## config.mk

```make
export PLATFORM = sky130hd
export DESIGN_NAME = fetch_pc_ctrl
export DESIGN_NICKNAME = d
export VERILOG_FILES = /design/src/rtl/fetch_pc_ctrl.sv
export SDC_FILE = /design/constraint.sdc
export NUM_CORES = 1
export LEC_CHECK = 0
export BUFFER_PORTS_ARGS = -buffer_cell sky130_fd_sc_hd__clkbuf_2
export CAP_MARGIN = 10
export CORE_AREA = 2 2 154 156
export DETAILED_ROUTE_END_ITERATION = 8
export DIE_AREA = 0 0 156 158
export GPL_ROUTABILITY_DRIVEN = 0
export RECOVER_POWER = 25
export SYNTH_ARGS = -nofsm -noshare
export SYNTH_HDL_FRONTEND = slang
export SYNTH_SLANG_ARGS = --single-unit
```

## constraint.sdc

```tcl
create_clock -name clk -period 2.84 [get_ports clk]
set_clock_uncertainty 0.05 [all_clocks]
set_input_delay 0.284 -clock clk [delete_from_list [all_inputs] [get_ports clk]]
set_output_delay 0.284 -clock clk [all_outputs]
set_load 0.05 [all_outputs]
```

## src/rtl/fetch_pc_ctrl.sv

```systemverilog
// Instruction fetch PC controller: back-to-back fetch, one-entry skid on stall,
// redirect with drain of an unacked request. Outputs registered, one cycle after ack.
module fetch_pc_ctrl #(
    parameter logic [31:0] RESET_VECTOR = 32'h0000_0000,
    parameter logic [31:0] TRAP_VECTOR  = 32'h0000_0080
) (
    input  logic        clk,
    input  logic        reset_n,
    input  logic        hazard_in,
    input  logic        branch_taken_in,
    input  logic [31:0] branch_target_in,
    input  logic        trap_in,
    output logic        imem_req_out,
    output logic [31:0] imem_addr_out,
    input  logic        imem_ack_in,
    input  logic [31:0] imem_rdata_in,
    output logic [31:0] instrn_out,
    output logic [31:0] pc_out,
    output logic        valid_out,
    output logic        flush_out
);

    typedef enum logic [1:0] {IDLE, FETCH, HOLD, DRAIN} state_t;

    state_t      state, state_nxt;
    logic [31:0] pc;
    logic [31:0] drain_addr;
    logic [31:0] skid_instrn;
    logic [31:0] skid_pc;
    logic        skid_vld;
    logic        redirect;
    logic        loadable;
    logic [31:0] target;

    assign redirect = (trap_in || branch_taken_in) && (state != IDLE);
    assign target   = trap_in ? TRAP_VECTOR : (branch_target_in & 32'hFFFF_FFFC);
    assign loadable = !hazard_in || !valid_out;

    always_ff @(posedge clk) begin
        if (!reset_n) begin
            state <= IDLE;
        end else begin
            state <= state_nxt;
        end
    end

    always_comb begin
        state_nxt     = state;
        imem_req_out  = 1'b0;
        imem_addr_out = 32'h0;
        case (state)
            IDLE: begin
                state_nxt = FETCH;
            end
            FETCH: begin
                imem_req_out  = 1'b1;
                imem_addr_out = pc;
                if (redirect) begin
                    state_nxt = imem_ack_in ? FETCH : DRAIN;
                end else if (imem_ack_in && !loadable) begin
                    state_nxt = HOLD;
                end
            end
            HOLD: begin
                if (redirect || loadable) begin
                    state_nxt = FETCH;
                end
            end
            DRAIN: begin
                // The in-flight address stays on the bus until memory answers.
                imem_req_out  = 1'b1;
                imem_addr_out = drain_addr;
                if (imem_ack_in) begin
                    state_nxt = FETCH;
                end
            end
            default: state_nxt = IDLE;
        endcase
    end

    always_ff @(posedge clk) begin
        if (!reset_n) begin
            pc          <= RESET_VECTOR;
            drain_addr  <= 32'h0;
            skid_instrn <= 32'h0;
            skid_pc     <= 32'h0;
            skid_vld    <= 1'b0;
            instrn_out  <= 32'h0;
            pc_out      <= 32'h0;
            valid_out   <= 1'b0;
            flush_out   <= 1'b0;
        end else begin
            flush_out <= redirect;
            if (redirect) begin
                pc         <= target;
                instrn_out <= 32'h0;
                pc_out     <= 32'h0;
                valid_out  <= 1'b0;
                skid_vld   <= 1'b0;
                if (state == FETCH) begin
                    drain_addr <= pc;
                end
            end else begin
                case (state)
                    FETCH: begin
                        if (imem_ack_in) begin
                            pc <= pc + 32'd4;
                            if (loadable) begin
                                instrn_out <= imem_rdata_in;
                                pc_out     <= pc;
                                valid_out  <= 1'b1;
                            end else begin
                                skid_instrn <= imem_rdata_in;
                                skid_pc     <= pc;
                                skid_vld    <= 1'b1;
                            end
                        end else if (loadable) begin
                            instrn_out <= 32'h0;
                            pc_out     <= 32'h0;
                            valid_out  <= 1'b0;
                        end
                    end
                    HOLD: begin
                        if (loadable) begin
                            instrn_out <= skid_instrn;
                            pc_out     <= skid_pc;
                            valid_out  <= skid_vld;
                            skid_vld   <= 1'b0;
                        end
                    end
                    default: ;
                endcase
            end
        end
    end

endmodule

```

; ---- Word level (Yosys, flattened, before mapping)
; Index checks and enable logic that the tools add are counted.
[word_totals]
reg_bits = 197
out_inout_bits = 99
elab_cells = 74
[op_classes]
addsub = 1
eq_ne = 10
n_mux = 29
bitwise = 3
reduce_logical = 21
[op_table]
columns = operator, count
row1 = two-way mux 32 bit, 11
row2 = one-hot mux 32 bit (2 select lines), 3
row3 = adder 32 x 3 -> 32 bit (second input constant), 1
row4 = inequality test 2 bit (second input constant), 6
row5 = two-way mux 2 bit, 5
row6 = one-hot mux 2 bit (4 select lines), 1
row7 = AND reduction 4 bit, 2
row8 = nonzero test 2 bit, 4
row9 = two-way mux 1 bit, 7
row10 = AND reduction 3 bit, 2
row11 = == test 2 bit (second input constant), 2
row12 = one-hot mux 1 bit (2 select lines), 2
row13 = AND reduction 2 bit, 2
row14 = OR reduction 2 bit, 2
row15 = zero test 1 bit, 3
row16 = logical OR 1 bit, 3
row17 = inequality test 3 bit (second input constant), 1
row18 = NOT 1 bit, 3
row19 = == test 2 x 1 -> 1 bit (second input constant), 1
row20 = logical AND 1 bit, 2
row21 = zero test 2 bit, 1

; ---- Logic depth before layout (Yosys ltp)
[depth]
ltp_word = 7
mapped_depth = 9

; ---- Worst setup path after synthesis
; No wires, ideal clock.
[synth_timing]
path_type = register to output
startpoint = reg state[1]
endpoint = out imem_addr_out[19]
arrival_ps = 1615
slack_ps = 891
stages_incl_launch_ff = 5
path_cell_list = dfxtp_1 -> buf_2 -> buf_2 -> mux2i_1 -> nor2b_1
[synth_via]
elab_chain_len = 2
word_cells_on_any_way = 3
[synth_rtl]
columns = item, line_no
row1 = from (decl), 25  ; state_t state, state_nxt;
row2 = from (signal assigned), 43  ; state <= state_nxt;
row3 = == test 2 bit or == test 2 x 1 -> 1 bit (tied branches), 51  ; case (state)
row4 = one-hot mux 32 bit (2 select lines) *, 51
row5 = to (decl), 14  ; output logic [31:0] imem_addr_out,
; Mark *: on every way between the ends. The rest lies on a longest branch, timed or not.

; ---- Worst setup path after layout
[layout_timing]
startpoint = reg state[1]
endpoint = out imem_addr_out[28]
; Same word-level chain as after synthesis.

==> results.md <==
* Cells after synthesis at 1130
* H-Tree Depth at 4
* Achievable Freq at slightly above 0.4 GHz
* TritonRoute pass-1 iters at 5
* Slew HR at 48.4%
* CTS resizes at 0
* Site row count at 56
* Launch point of the worst reg-to-reg path: state[0]
* Crit path cell chain: buf_4 -> mux2i_1 -> nor2b_1 -> clkbuf_2
* Startpoint of the tightest hold check path: branch_target_in[13]
* DIE AREA at 24600 µm²
* Clock edge transition at the registers on the reported setup and hold paths at 0.07 ns
* Worst Hold Slack at 0.0158 ns
* Async S/R FF share, synth at 0%
* Std-Cell Core Area at approximately 23000 µm²
* Yosys warning total at 0
* Number of enable-type register cells in the synthesized netlist at 0
* Longest Clk Path Bufs at 2
* Post-detailed-route DRC marker count at 0
* Fraction of power spent switching nets at between 30% and 40%
* Period Utilization, post-route at 87.3%
* Multi-input combinational cell area at 4670 µm²
* Number of CTS-inserted buffers at 17
* Most frequent cell after synthesis: sky130_fd_sc_hd__nand2_1
* Required time worst endpoint at 2.51 ns
* Total wire length after detailed routing at 25500 µm
* Post-route core utilization at between 40 and 50%
* Largest cells by area after synthesis: sky130_fd_sc_hd__dfxtp_1 42%, sky130_fd_sc_hd__nand2_1 12%, sky130_fd_sc_hd__a21boi_0 7.1%, sky130_fd_sc_hd__a311oi_1 6.1%, sky130_fd_sc_hd__nand3_1 4.5%
* Critical path startpoint category: flop
* Antenna violations before repair at 1
* Critical-path maximum fanout at 23
* Port bufs at about 160
* Number of maximum-capacitance violations at 0
* GRT Total Usage at between 20% and 30%
* Layout area overhead at 16.1%
* Effective utilization at floorplan at 39.2%
* Number of global-route vias before repair at 7408
* Critical path's slowest cell: sky130_fd_sc_hd__dfxtp_2
* Worst Hold Class: primary input to flop
* Portion of total power attributed to sequential cells at 46.2%
* # IOs at 169
* Slowest cell delay on critical path at 0.63 ns
* Number of violations reported at the end of detailed-routing iteration 0 at 630
* Number of buffers inserted by post-CTS setup repair at 0
* Detail-routed via count per cell at 5.38
* Setup TNS after final layout at 0 ns
* Library cell occupying the most area in the post-synthesis netlist: sky130_fd_sc_hd__dfxtp_1
* Number of nets at the end of the flow at 1304
* Sequential cell area in the final layout at 3780 µm²
* Prevailing post-synth register cell: sky130_fd_sc_hd__dfxtp_1
* Total congestion overflow after global routing at 0
* Floorplan die height at between 150 and 200 µm
* Post-placement cell area at 9970 µm²
* Sequential cell area fraction in the yosys report at between 40% and 50%
* Placed Cells incl. Taps at 1503
* Layout fillers at 2383
* Final Instance Count excl. Fillers at 1536
* TritonCTS clock tree: yes
* Buffer type at the clock tree root: sky130_fd_sc_hd__clkbuf_16
* Routed wire length per instance at between 15 and 20 µm
* Setup violators final at 0
* Net load switching power at 1.86 mW
* Critical path data arrival time at 2.14 ns
* Clock insertion delay at the later pin of the skew report at 0.44 ns
* Total internal power at approximately 4.2 mW
* Actual transition at the worst max-transition pin at 0.774 ns
* Largest net degree at the start of global routing at 79
* Register bit total from synthesis at roughly 190
* Comb pwr share at 14.5%
* RSZ-0062 raised after global routing: false
* Highest ir drop seen on vdd at around 0.00036 V
* Launch point of the worst path: state[1]
* Number of hold violations in the final report at 0
* Residual antenna-violating net count after detailed routing at 0
* Max Transition Viols Final at 0
* Global-route wire length before repair at 39900 µm
* Static leakage at 3.64 nW
* Netlist area before placement at ~9000 µm²
* Clk sink count at 189
* Die boundary width at 156 µm
* Post-layout minimum cycle time at ~2.5 ns
* Area share of the largest cell type after synthesis at 41.9%
* Half-perimeter wire length of the detailed placement result at 16700 µm
* Synth cell count leaders: 287 x sky130_fd_sc_hd__nand2_1, 189 x sky130_fd_sc_hd__dfxtp_1, 85 x sky130_fd_sc_hd__a21boi_0
* Run status: finished clean
* Kind of critical path: flop to output port
* Layout cells sized above 1 at 15.0%
* Clock share of power at 39.2%
* Pwr/cell area at around 580 nW/µm²
* Number of buffers inserted by hold repair at cts at 1
* Capturing element type of the critical path: output port
* Average footprint of a synthesized cell at about 8.0 µm²
* Post-route standard cell area excluding fillers at 10500 µm²
* Count of distinct cell types in the synthesized netlist at slightly below 70
* Count of vias placed by the detailed router at 8261
sequential cells by signal, summed over array words and instances (netlist names):
signal       count
state            2
instrn_out      32
pc_out          30
skid_instrn     32
flush_out        1
valid_out        1
drain_addr      30
skid_pc         30
skid_vld         1
pc              30
final timing paths:
path / to / slack, ns / depth (start not counted)
worst max-delay path: imem_addr_out[28] / 0.36 / 4
worst min-delay path: pc[13] / 0.02 / 3
worst max register to register: pc[25] / 0.56 / 5
worst min register to register: skid_pc[25] / 0.41 / 2
cell families (layout without fill, tap and decap cells):
kind of cell             Yosys count  count (layout)  share of synthesized area [%]
other                              1               5                         0.0416
XOR/XNOR                           1               1                         0.0971
flip-flops                       189             189                           41.9
adder cells (fa/ha/maj)            1               1                          0.139
AO/OA/AOI/OAI                    239             239                           20.1
multiplexers                      36              36                           3.99
AND/OR/NAND/NOR                  539             539                           27.0
buffers and inverters            124             236                           6.74
per-layer routing:
layer / vias up / part of all wire (%) / GRT usage [%]
li1: 4102 / - / -
met1: 3912 / 46 / 28.1
met2: 219 / 47 / 33.3
met3: 28 / 4.6 / 3.53
met4: 0 / 1.8 / 5.50
met5: - / 0 / 0
worst max-delay path, delay by kind of cell, from the launching register on:
kind,cells,cell delay (ns)
buffers and inverters,2,0.68
AND/OR/NAND/NOR,1,0.07
flip-flops,1,0.63
multiplexers,1,0.29
cell type report:
type                    instances  area share, %
inverters                       3          0.107
multi-input cells             820           44.5
well taps                     290           3.46
clock buffers                  17           4.06
repair buffers                202           10.2
clock inverters                14           1.49
diodes                          1         0.0239
flip-flops and latches        189           36.1
placed cells by master, fill, tap and decap left out, drive strengths merged, types with 2 or more instances in the layout:
master	count
nor3	7
o211a	2
a21oi	13
a31oi	7
a22oi	7
a22o	5
nor4	4
o22ai	2
and2	6
buf	39
nand2	287
nor2b	36
nand3	81
nor2	84
conb	4
nor3b	4
a311o	2
and3	5
a21o	2
nand4	12
clkinv	3
dfxtp	189
mux2i	36
o2bb2ai	2
o211ai	2
o21ai	25
or3	3
o31ai	4
clkinvlp	4
nand2b	4
a311oi	63
a21boi	93
inv	9
clkbuf	179
power groups by stage:
stage	logic (mW)	registers [mW]	clock network, mW
3_3_place_gp	0.893	2.88	0
6_report	0.884	2.81	2.39
5_1_grt	0.955	2.83	2.55
4_1_cts	0.900	2.81	2.45
3_5_place_dp	0.897	2.88	0
2_1_floorplan	0.480	3.03	0
metrics by stage:
stage,power [mW],setup WS (ns)
final,6.09,0.362
after global routing,6.33,0.255
after CTS,6.17,0.351
after detailed placement,3.77,0.576
after global placement,3.77,0.640
after floorplan,3.51,0.891
(Power assumes the default switching activity.)
